===== config.mk =====
export PLATFORM = sky130hd
export DESIGN_NAME = cmac_mult16_seq_ctrl
export DESIGN_NICKNAME = d
export VERILOG_FILES = /design/src/rtl/cmac_mult16_seq_ctrl.sv
export SDC_FILE = /design/constraint.sdc
export NUM_CORES = 1
export LEC_CHECK = 0
export CELL_PAD_IN_SITES_DETAIL_PLACEMENT = 1
export CELL_PAD_IN_SITES_GLOBAL_PLACEMENT = 2
export CORE_ASPECT_RATIO = 0.7
export CORE_MARGIN = 1.5
export CORE_UTILIZATION = 34
export DETAILED_ROUTE_END_ITERATION = 12
export GPL_ROUTABILITY_DRIVEN = 0
export HOLD_SLACK_MARGIN = 0.03
export PLACE_DENSITY = 0.79
export SLEW_MARGIN = 20
export SYNTH_ARGS = -nofsm -noshare
export SYNTH_HDL_FRONTEND = slang
export SYNTH_SLANG_ARGS = --single-unit
export TNS_END_PERCENT = 50

===== constraint.sdc =====
create_clock -name nvdla_core_clk -period 5.8 [get_ports nvdla_core_clk]
set_clock_uncertainty 0.05 [all_clocks]
set_input_delay 0.58 -clock nvdla_core_clk [delete_from_list [all_inputs] [get_ports nvdla_core_clk]]
set_output_delay 0.58 -clock nvdla_core_clk [all_outputs]
set_load 0.05 [all_outputs]

===== src/rtl/cmac_mult16_seq_ctrl.sv =====
// cmac_mult16_seq_ctrl
// Computes one 16x16 signed product by walking a single shared unsigned 8x8
// multiplier through the four byte pairs of the operand magnitudes, then
// re-applies the sign and returns a 32-bit result over valid/ready.
// Zero-magnitude operands can bypass the partial-product walk (ZERO_SKIP).
module cmac_mult16_seq_ctrl #(
  parameter int ZERO_SKIP = 1,
  parameter int CNT_W     = 16
) (
  input  logic             nvdla_core_clk,
  input  logic             nvdla_core_rstn,
  input  logic             in_valid,
  output logic             in_ready,
  input  logic [15:0]      in_a,
  input  logic [15:0]      in_b,
  output logic             mul_en,
  output logic [7:0]       mul_a,
  output logic [7:0]       mul_b,
  input  logic [15:0]      mul_p,
  output logic             out_valid,
  input  logic             out_ready,
  output logic [31:0]      out_data,
  output logic             busy,
  output logic [CNT_W-1:0] op_cnt
);

  localparam logic [2:0] S_IDLE = 3'd0;
  localparam logic [2:0] S_PP0  = 3'd1;
  localparam logic [2:0] S_PP1  = 3'd2;
  localparam logic [2:0] S_PP2  = 3'd3;
  localparam logic [2:0] S_PP3  = 3'd4;
  localparam logic [2:0] S_DONE = 3'd5;

  logic [2:0]  state;
  logic [15:0] ma;
  logic [15:0] mb;
  logic        sgn;
  logic [31:0] acc;
  logic [31:0] pp_shifted;
  logic [31:0] acc_nxt;
  logic [15:0] abs_a;
  logic [15:0] abs_b;
  logic        sgn_in;
  logic        zero_op;

  // Two's-complement magnitude; 0x8000 maps to itself and is read as unsigned 32768.
  function automatic logic [15:0] mag16(input logic signed [15:0] x);
    logic [15:0] ux;
    ux = x;
    return x[15] ? (~ux + 16'd1) : ux;
  endfunction

  // Re-apply the sign to a magnitude; bit 31 always carries the sign, so a zero
  // product with opposite-sign operands comes out as 0x80000000.
  function automatic logic [31:0] sign_pack(input logic s, input logic [31:0] m);
    logic [31:0] t;
    t = s ? (~m + 32'd1) : m;
    return {s, t[30:0]};
  endfunction

  assign abs_a   = mag16(in_a);
  assign abs_b   = mag16(in_b);
  assign sgn_in  = in_a[15] ^ in_b[15];
  assign zero_op = (ZERO_SKIP != 0) && ((abs_a == 16'd0) || (abs_b == 16'd0));

  assign in_ready  = (state == S_IDLE);
  assign busy      = (state != S_IDLE);
  assign out_valid = (state == S_DONE);

  // Byte-pair selection for the shared multiplier and alignment of its product.
  always_comb begin
    mul_en     = 1'b0;
    mul_a      = 8'd0;
    mul_b      = 8'd0;
    pp_shifted = 32'd0;
    case (state)
      S_PP0: begin
        mul_en     = 1'b1;
        mul_a      = ma[7:0];
        mul_b      = mb[7:0];
        pp_shifted = {16'd0, mul_p};
      end
      S_PP1: begin
        mul_en     = 1'b1;
        mul_a      = ma[15:8];
        mul_b      = mb[7:0];
        pp_shifted = {8'd0, mul_p, 8'd0};
      end
      S_PP2: begin
        mul_en     = 1'b1;
        mul_a      = ma[7:0];
        mul_b      = mb[15:8];
        pp_shifted = {8'd0, mul_p, 8'd0};
      end
      S_PP3: begin
        mul_en     = 1'b1;
        mul_a      = ma[15:8];
        mul_b      = mb[15:8];
        pp_shifted = {mul_p, 16'd0};
      end
      default: ;
    endcase
  end

  assign acc_nxt = acc + pp_shifted;

  // Sequencer: operand capture, partial-product accumulation, result hold.
  always_ff @(posedge nvdla_core_clk or negedge nvdla_core_rstn) begin
    if (!nvdla_core_rstn) begin
      state    <= S_IDLE;
      ma       <= 16'd0;
      mb       <= 16'd0;
      sgn      <= 1'b0;
      acc      <= 32'd0;
      out_data <= 32'd0;
      op_cnt   <= '0;
    end else begin
      case (state)
        S_IDLE: begin
          if (in_valid) begin
            ma  <= abs_a;
            mb  <= abs_b;
            sgn <= sgn_in;
            acc <= 32'd0;
            if (zero_op) begin
              out_data <= sign_pack(sgn_in, 32'd0);
              state    <= S_DONE;
            end else begin
              state <= S_PP0;
            end
          end
        end
        S_PP0: begin
          acc   <= acc_nxt;
          state <= S_PP1;
        end
        S_PP1: begin
          acc   <= acc_nxt;
          state <= S_PP2;
        end
        S_PP2: begin
          acc   <= acc_nxt;
          state <= S_PP3;
        end
        S_PP3: begin
          acc      <= acc_nxt;
          out_data <= sign_pack(sgn, acc_nxt);
          state    <= S_DONE;
        end
        S_DONE: begin
          if (out_ready) begin
            op_cnt <= op_cnt + CNT_W'(1);
            state  <= S_IDLE;
          end
        end
        default: state <= S_IDLE;
      endcase
    end
  end

endmodule


# ---- Word level (Yosys, flattened, before mapping)
# Cells that the tools add are included.
dict set report word_totals {
  output_inout_bits 68
  elab_cells 58
  in_bits 52
  ff_bits 116
}
dict set report op_classes {
  n_reduce_logical 18
  mux 16
  eq_ne 8
  bitwise_logic 4
  n_addsub 5
}
# op count
set ops {}
lappend ops {{$pmux 32 s2} 2}
lappend ops {{$mux 32} 3}
lappend ops {{$pmux 32 s3} 1}
lappend ops {{$add 16x1->16 const B} 3}
lappend ops {{$add 32x32->32} 1}
lappend ops {{$logic_not 16->1} 2}
lappend ops {{$mux 16} 2}
lappend ops {{$not 16->16} 2}
lappend ops {{$pmux 8 s2} 2}
lappend ops {{$add 31x1->31 const B} 1}
lappend ops {{$mux 31} 1}
lappend ops {{$not 31->31} 1}
lappend ops {{$pmux 3 s6} 1}
lappend ops {{$reduce_or 2->1} 5}
lappend ops {{$mux 3} 3}
lappend ops {{$reduce_and 2->1} 4}
lappend ops {{$eq 3x2->1 const B} 2}
lappend ops {{$eq 3x3->1 const B} 2}
lappend ops {{$ne 2x1->1 const B} 2}
lappend ops {{$reduce_bool 2->1} 2}
lappend ops {{$reduce_or 4->1} 1}
lappend ops {{$eq 3x1->1 const B} 1}
lappend ops {{$logic_not 3->1} 1}
lappend ops {{$reduce_and 3->1} 1}
lappend ops {{other kinds (5)} 5}

# ---- Longest topological paths before layout
dict set report depth {
  ltp_word 8
  depth_mapped 20
  mapped_depth_nobuf 16
}

# ---- Worst setup path before layout
# Ideal clock, no wire load.
dict set report synth_timing {
  path_type {register to register}
  startpoint {reg state[0]}
  endpoint {reg out_data[29]}
  arrival_time_ps 4663
  period_less_slack_ps 4834
  setup_ps 121
  path_stages_with_launch 19
  t_required_ps 5629
  setup_slack_ps 966
  path_buffers 4
  path_cell_list {dfrtp_1 clkbuf_1 nor2b_1 clkbuf_1 nor2b_1 clkbuf_1 and2_1 ha_1 a211oi_2 nor2_1 xor2_1 or3_4 or4_4 or2_0 buf_2 or4b_4 o31ai_2 xnor2_1 a22o_1}
}
dict set report synth_between {
  elab_chain_len 8
  elab_cells_between_ends 16
  cone_classes {2 x add/sub; 6 x eq/ne; 3 x mux; 1 x bitwise; 4 x reduce/logical}
}
# element line
set synth_lines {}
lappend synth_lines {{start, declared} 34} ;# logic [2:0] state;
lappend synth_lines {{start signal, assigned} 110} ;# state <= S_IDLE;
lappend synth_lines {{start signal, assigned} 127} ;# state <= S_DONE;
lappend synth_lines {{start signal, assigned} 129} ;# state <= S_PP0;
lappend synth_lines {{$eq 3x2->1} 76} ;# case (state)
lappend synth_lines {{$reduce_or 2->1 (no line)} --}
lappend synth_lines {{$pmux 32 s3} 76}
lappend synth_lines {{$add 32x32->32} 105} ;# assign acc_nxt = acc + pp_shifted;
lappend synth_lines {{$not 31->31} 57} ;# t = s ? (~m + 32'd1) : m;
lappend synth_lines {{$add 31x1->31} 57}
lappend synth_lines {{$mux 31} 57}
lappend synth_lines {{$pmux 32 s2} 118} ;# case (state)
lappend synth_lines {{end signal, assigned} 126} ;# out_data <= sign_pack(sgn_in, 32'd0);
lappend synth_lines {{end signal, assigned} 147} ;# out_data <= sign_pack(sgn, acc_nxt);
lappend synth_lines {{end, declared} 22} ;# output logic [31:0] out_data,
# Several ways; a longest one is shown, not always the timed one.
# A chain may end at the register's enable or synchronous reset.

# ---- Worst setup path after layout
dict set report layout_timing {
  startpoint {reg state[1]}
  endpoint {reg out_data[30]}
}
# Same word-level chain as after synthesis.

==> out/summary.txt <==
CRITICAL PATH
--------------------------------------------------------------------------------------------------------
Sort of element at the end of the critical path                                                     flop
Crit-path max FO                                                                                      18
R2R depth                                                                                             16
Startpoint Class                                                                                    flop
Required time of the critical path                                                               6.06 ns
Crit Path Category                                                                            reg -> reg
WP data arrival                                                                                  5.36 ns

GLOBAL ROUTING
--------------------------------------------------------------------------------------------------------
Total global routing overflow                                                                          0
Global-route wire length before repair                                                           44.6 mm
Overall global routing resource usage                                                              0.223
Pin count of the biggest net entering global routing                                                  66
Antenna violations before repair                                                                       0
Via count of the first global-routing pass                                                         7,646

DETAILED ROUTING
--------------------------------------------------------------------------------------------------------
Routed wl met3                                                                                   1.40 mm
Routed via count                                                                                   7,745
DRC viols                                                                                              0
Avg Vias per Cell                                                                                   5.58
Violation count after the first detailed-route iteration                                             491
Detail-routed net length per standard cell                                                       20.2 um
Number of detailed-routing iterations run before antenna repair                                        5
Met2 wire len                                                                                    11.7 mm
Highest metal used                                                                                  met4
Total Routed Length                                                                              28.1 mm
Met1 wire length                                                                                 14.8 mm
Number of antenna-violating nets in the routed design                                                  0

POWER AND IR DROP
--------------------------------------------------------------------------------------------------------
Worst supply voltage drop on vdd                                                                0.338 mV
Post-layout total power                                                                          6540 uW
Static Leak                                                                                   0.00444 uW
PwrDens                                                                                       627 nW/um2

DIE
--------------------------------------------------------------------------------------------------------
Top-level port count                                                                                 120
Area of the core region                                                                       24,000 um2
Starting utilization of the core area                                                              0.351
Die span in x                                                                                     191 um
Die Y                                                                                             135 um
Cell Rows                                                                                             47
Die Outline Area                                                                              25,800 um2

SYNTHESIS
--------------------------------------------------------------------------------------------------------
Cell taking the most area after synthesis                                                   sky130_fd_sc_hd__dfrtp_1
Avg Synthesized Cell Area                                                                       8.77 um2
Count of yosys warnings during synthesis                                                               0
Distinct cells, synth                                                                                 87
Area contributors post-synth                                                                sky130_fd_sc_hd__dfrtp_1 (34%), sky130_fd_sc_hd__a22o_1 (6.0%), sky130_fd_sc_hd__o21ai_0 (6.0%)
Net count after synthesis                                                                          1,048
Number of enable-type register cells in the synthesized netlist                                        0
Async set-reset flop share out of synthesis                                                         1.00
Area fraction of the dominant cell type after synthesis                                            0.341
#FFs+latches synth                                                                                   115
Sequential cell area fraction in the yosys report                                                  0.341
Number of cells produced by synthesis                                                                961
Ys flop type                                                                                sky130_fd_sc_hd__dfrtp_1
Synthesized cell area                                                                           8430 um2

CLOCK NETWORK
--------------------------------------------------------------------------------------------------------
Buffer cell driving the clock tree root                                                     sky130_fd_sc_hd__clkbuf_16
Total setup buffers inserted after CTS                                                                 0
# clock sinks                                                                                        115
CTS tree                                                                                            done
CTS HTree Levels                                                                                       4
TritonCTS Buffers                                                                                     17
Total of hold buffers inserted after clock tree synthesis                                              0
Number of resized instances in the post-cts repair step                                                0
Worst-skew pair later-pin latency                                                                0.42 ns
Post-CTS clock slew at the launch and capture registers of the worst setup and hold paths        0.06 ns
Max Buffers Root-to-Sink                                                                               2

FINAL LAYOUT
--------------------------------------------------------------------------------------------------------
Proportion of layout cells with a drive suffix above 1                                            0.0803
Fill cell count                                                                                    2,781
Area of combinational cells with multiple inputs                                                5240 um2
Number of inserted diodes                                                                              0
Area taken by flip-flops and latches                                                            2880 um2
Number of nets in the layout                                                                       1,146
Layout area overhead                                                                               23.9%

TIMING
--------------------------------------------------------------------------------------------------------
Unrepaired setup endpoints after global routing                                                       no
Slew @ Worst Pin                                                                                0.862 ns
Post-layout min period                                                                           5.11 ns
Maximum clock frequency                                                                        0.196 GHz
Number of max-slew violations in the final report                                                      0
Setup violators final                                                                                  0
Setup tns final                                                                                     0 ns
Share of the clock period used by the worst path after layout                                      0.881
Worst slew margin relative to its limit                                                            0.423
Final count of hold timing violations                                                                  0

PLACE
--------------------------------------------------------------------------------------------------------
Buffers on Ports                                                                                     119
Half-perimeter wire length of the detailed placement result                                      21.1 mm

WORST HOLD PATH
--------------------------------------------------------------------------------------------------------
Path category of the worst min-delay check                                                   in -> async

OUTCOME
--------------------------------------------------------------------------------------------------------
Status                                                                                         completed

JOB
--------------------------------------------------------------------------------------------------------
Count of maximum capacitance violations                                                                0

-- cell type report --
cell class                      instances  share of cell area
Multi-Input combinational cell        777               0.502
Sequential cell                       115               0.276
Timing Repair Buffer                  133               0.124
Clock buffer                           19              0.0415
Tap cell                              318              0.0381
Clock inverter                         12              0.0134
Inverter                               15             0.00539
-- layer usage --
layer | track usage | up-vias
li1 | - | 3707
met1 | 0.344 | 3855
met2 | 0.316 | 167
met3 | 0.0515 | 16
met4 | 0.0399 | 0
met5 | 0 | -
-- worst paths after layout --
kind | slack (ns) | end | startpoint
worst max-delay path | 0.69 | out_data[30] | state[1]
worst min register to register | 0.44 | ma[3] | ma[3]
worst min-delay path | 0.16 | ma[13] | nvdla_core_rstn
max in group asynchronous | 4.15 | sgn | nvdla_core_rstn
worst max register to register | 0.69 | out_data[30] | state[1]
min in group nvdla_core_clk | 0.44 | ma[3] | ma[3]
-- logic make-up after synthesis --
| family | after synthesis | synth area share |
|---|---|---|
| simple gates | 317 | 0.191 |
| buf+inv | 69 | 0.0377 |
| mux | 15 | 0.0193 |
| fa+ha+maj | 35 | 0.0529 |
| flops | 115 | 0.341 |
| compound gates | 314 | 0.258 |
| xor+xnor | 96 | 0.0998 |
-- power breakdown --
group / internal [uW] / switching [uW]
logic: 1530 / 2590
registers: 1120 / 249
clock network: 666 / 387
total: 3320 / 3230
-- worst max-delay path, cell delays in order, from the launching register on --
cell	delay, ns
sky130_fd_sc_hd__dfrtp_1	0.36
sky130_fd_sc_hd__buf_4	0.24
sky130_fd_sc_hd__nor2b_1	0.48
sky130_fd_sc_hd__buf_4	0.28
sky130_fd_sc_hd__a22o_1	0.18
sky130_fd_sc_hd__ha_1	0.27
sky130_fd_sc_hd__a21oi_1	0.36
sky130_fd_sc_hd__nand2_1	0.11
sky130_fd_sc_hd__a221oi_2	0.23
sky130_fd_sc_hd__a22oi_2	0.16
sky130_fd_sc_hd__or4_4	0.55
sky130_fd_sc_hd__a311o_2	0.41
sky130_fd_sc_hd__a21oi_2	0.13
sky130_fd_sc_hd__or4b_4	0.51
sky130_fd_sc_hd__o41ai_2	0.36
sky130_fd_sc_hd__xnor2_1	0.10
sky130_fd_sc_hd__a22o_1	0.18
-- cells in the mapped netlist (12+ instances only) --
cell type	n
sky130_fd_sc_hd__inv_1	15
sky130_fd_sc_hd__nor2_1	35
sky130_fd_sc_hd__o31ai_1	17
sky130_fd_sc_hd__and3_1	16
sky130_fd_sc_hd__and2_1	14
sky130_fd_sc_hd__clkbuf_1	43
sky130_fd_sc_hd__a22o_1	58
sky130_fd_sc_hd__nor3_1	22
sky130_fd_sc_hd__nand3_1	21
sky130_fd_sc_hd__or3_1	12
sky130_fd_sc_hd__nand2b_1	12
sky130_fd_sc_hd__xnor2_1	55
sky130_fd_sc_hd__a21oi_1	38
sky130_fd_sc_hd__dfrtp_1	115
sky130_fd_sc_hd__nor2b_1	14
sky130_fd_sc_hd__o21ai_0	101
sky130_fd_sc_hd__xor2_1	41
sky130_fd_sc_hd__a21o_1	12
sky130_fd_sc_hd__nand2_1	130
sky130_fd_sc_hd__ha_1	34
-- layout by cell type (no fill, tap or decap), types with 13 or more instances in the layout --
| cell type | n |
|---|---|
| sky130_fd_sc_hd__a21oi_1 | 38 |
| sky130_fd_sc_hd__a22o_1 | 58 |
| sky130_fd_sc_hd__and2_1 | 14 |
| sky130_fd_sc_hd__and3_1 | 16 |
| sky130_fd_sc_hd__buf_4 | 15 |
| sky130_fd_sc_hd__clkbuf_16 | 17 |
| sky130_fd_sc_hd__clkdlybuf4s50_1 | 118 |
| sky130_fd_sc_hd__dfrtp_1 | 114 |
| sky130_fd_sc_hd__ha_1 | 34 |
| sky130_fd_sc_hd__inv_1 | 15 |
| sky130_fd_sc_hd__nand2_1 | 129 |
| sky130_fd_sc_hd__nand3_1 | 21 |
| sky130_fd_sc_hd__nor2_1 | 35 |
| sky130_fd_sc_hd__nor2b_1 | 13 |
| sky130_fd_sc_hd__nor3_1 | 22 |
| sky130_fd_sc_hd__o21ai_0 | 101 |
| sky130_fd_sc_hd__o31ai_1 | 17 |
| sky130_fd_sc_hd__xnor2_1 | 55 |
| sky130_fd_sc_hd__xor2_1 | 41 |
-- registers in the layout, summed over array words and instances, names as in the netlist --
signal	cells
acc	31
ma	16
mb	16
op_cnt	16
out_data	32
sgn	1
state	3
-- stage by stage --
| step | hold slack [ns] | worst slack (ns) | cells | utilization | cell area (um2) |
|---|---|---|---|---|---|
| floorplan | 0.234 | 0.966 | 961 | - | 8430 |
| global placement | 0.414 | 0.689 | 1358 | 0.411 | 9860 |
| detailed placement | 0.421 | 0.534 | 1358 | 0.411 | 9860 |
| CTS | 0.197 | 0.501 | 1389 | 0.435 | 10400 |
| global route | 0.216 | 0.450 | 1389 | 0.435 | 10400 |
| finish | 0.165 | 0.691 | 1389 | 0.435 | 10400 |
Power figures use the tool's default switching activity.
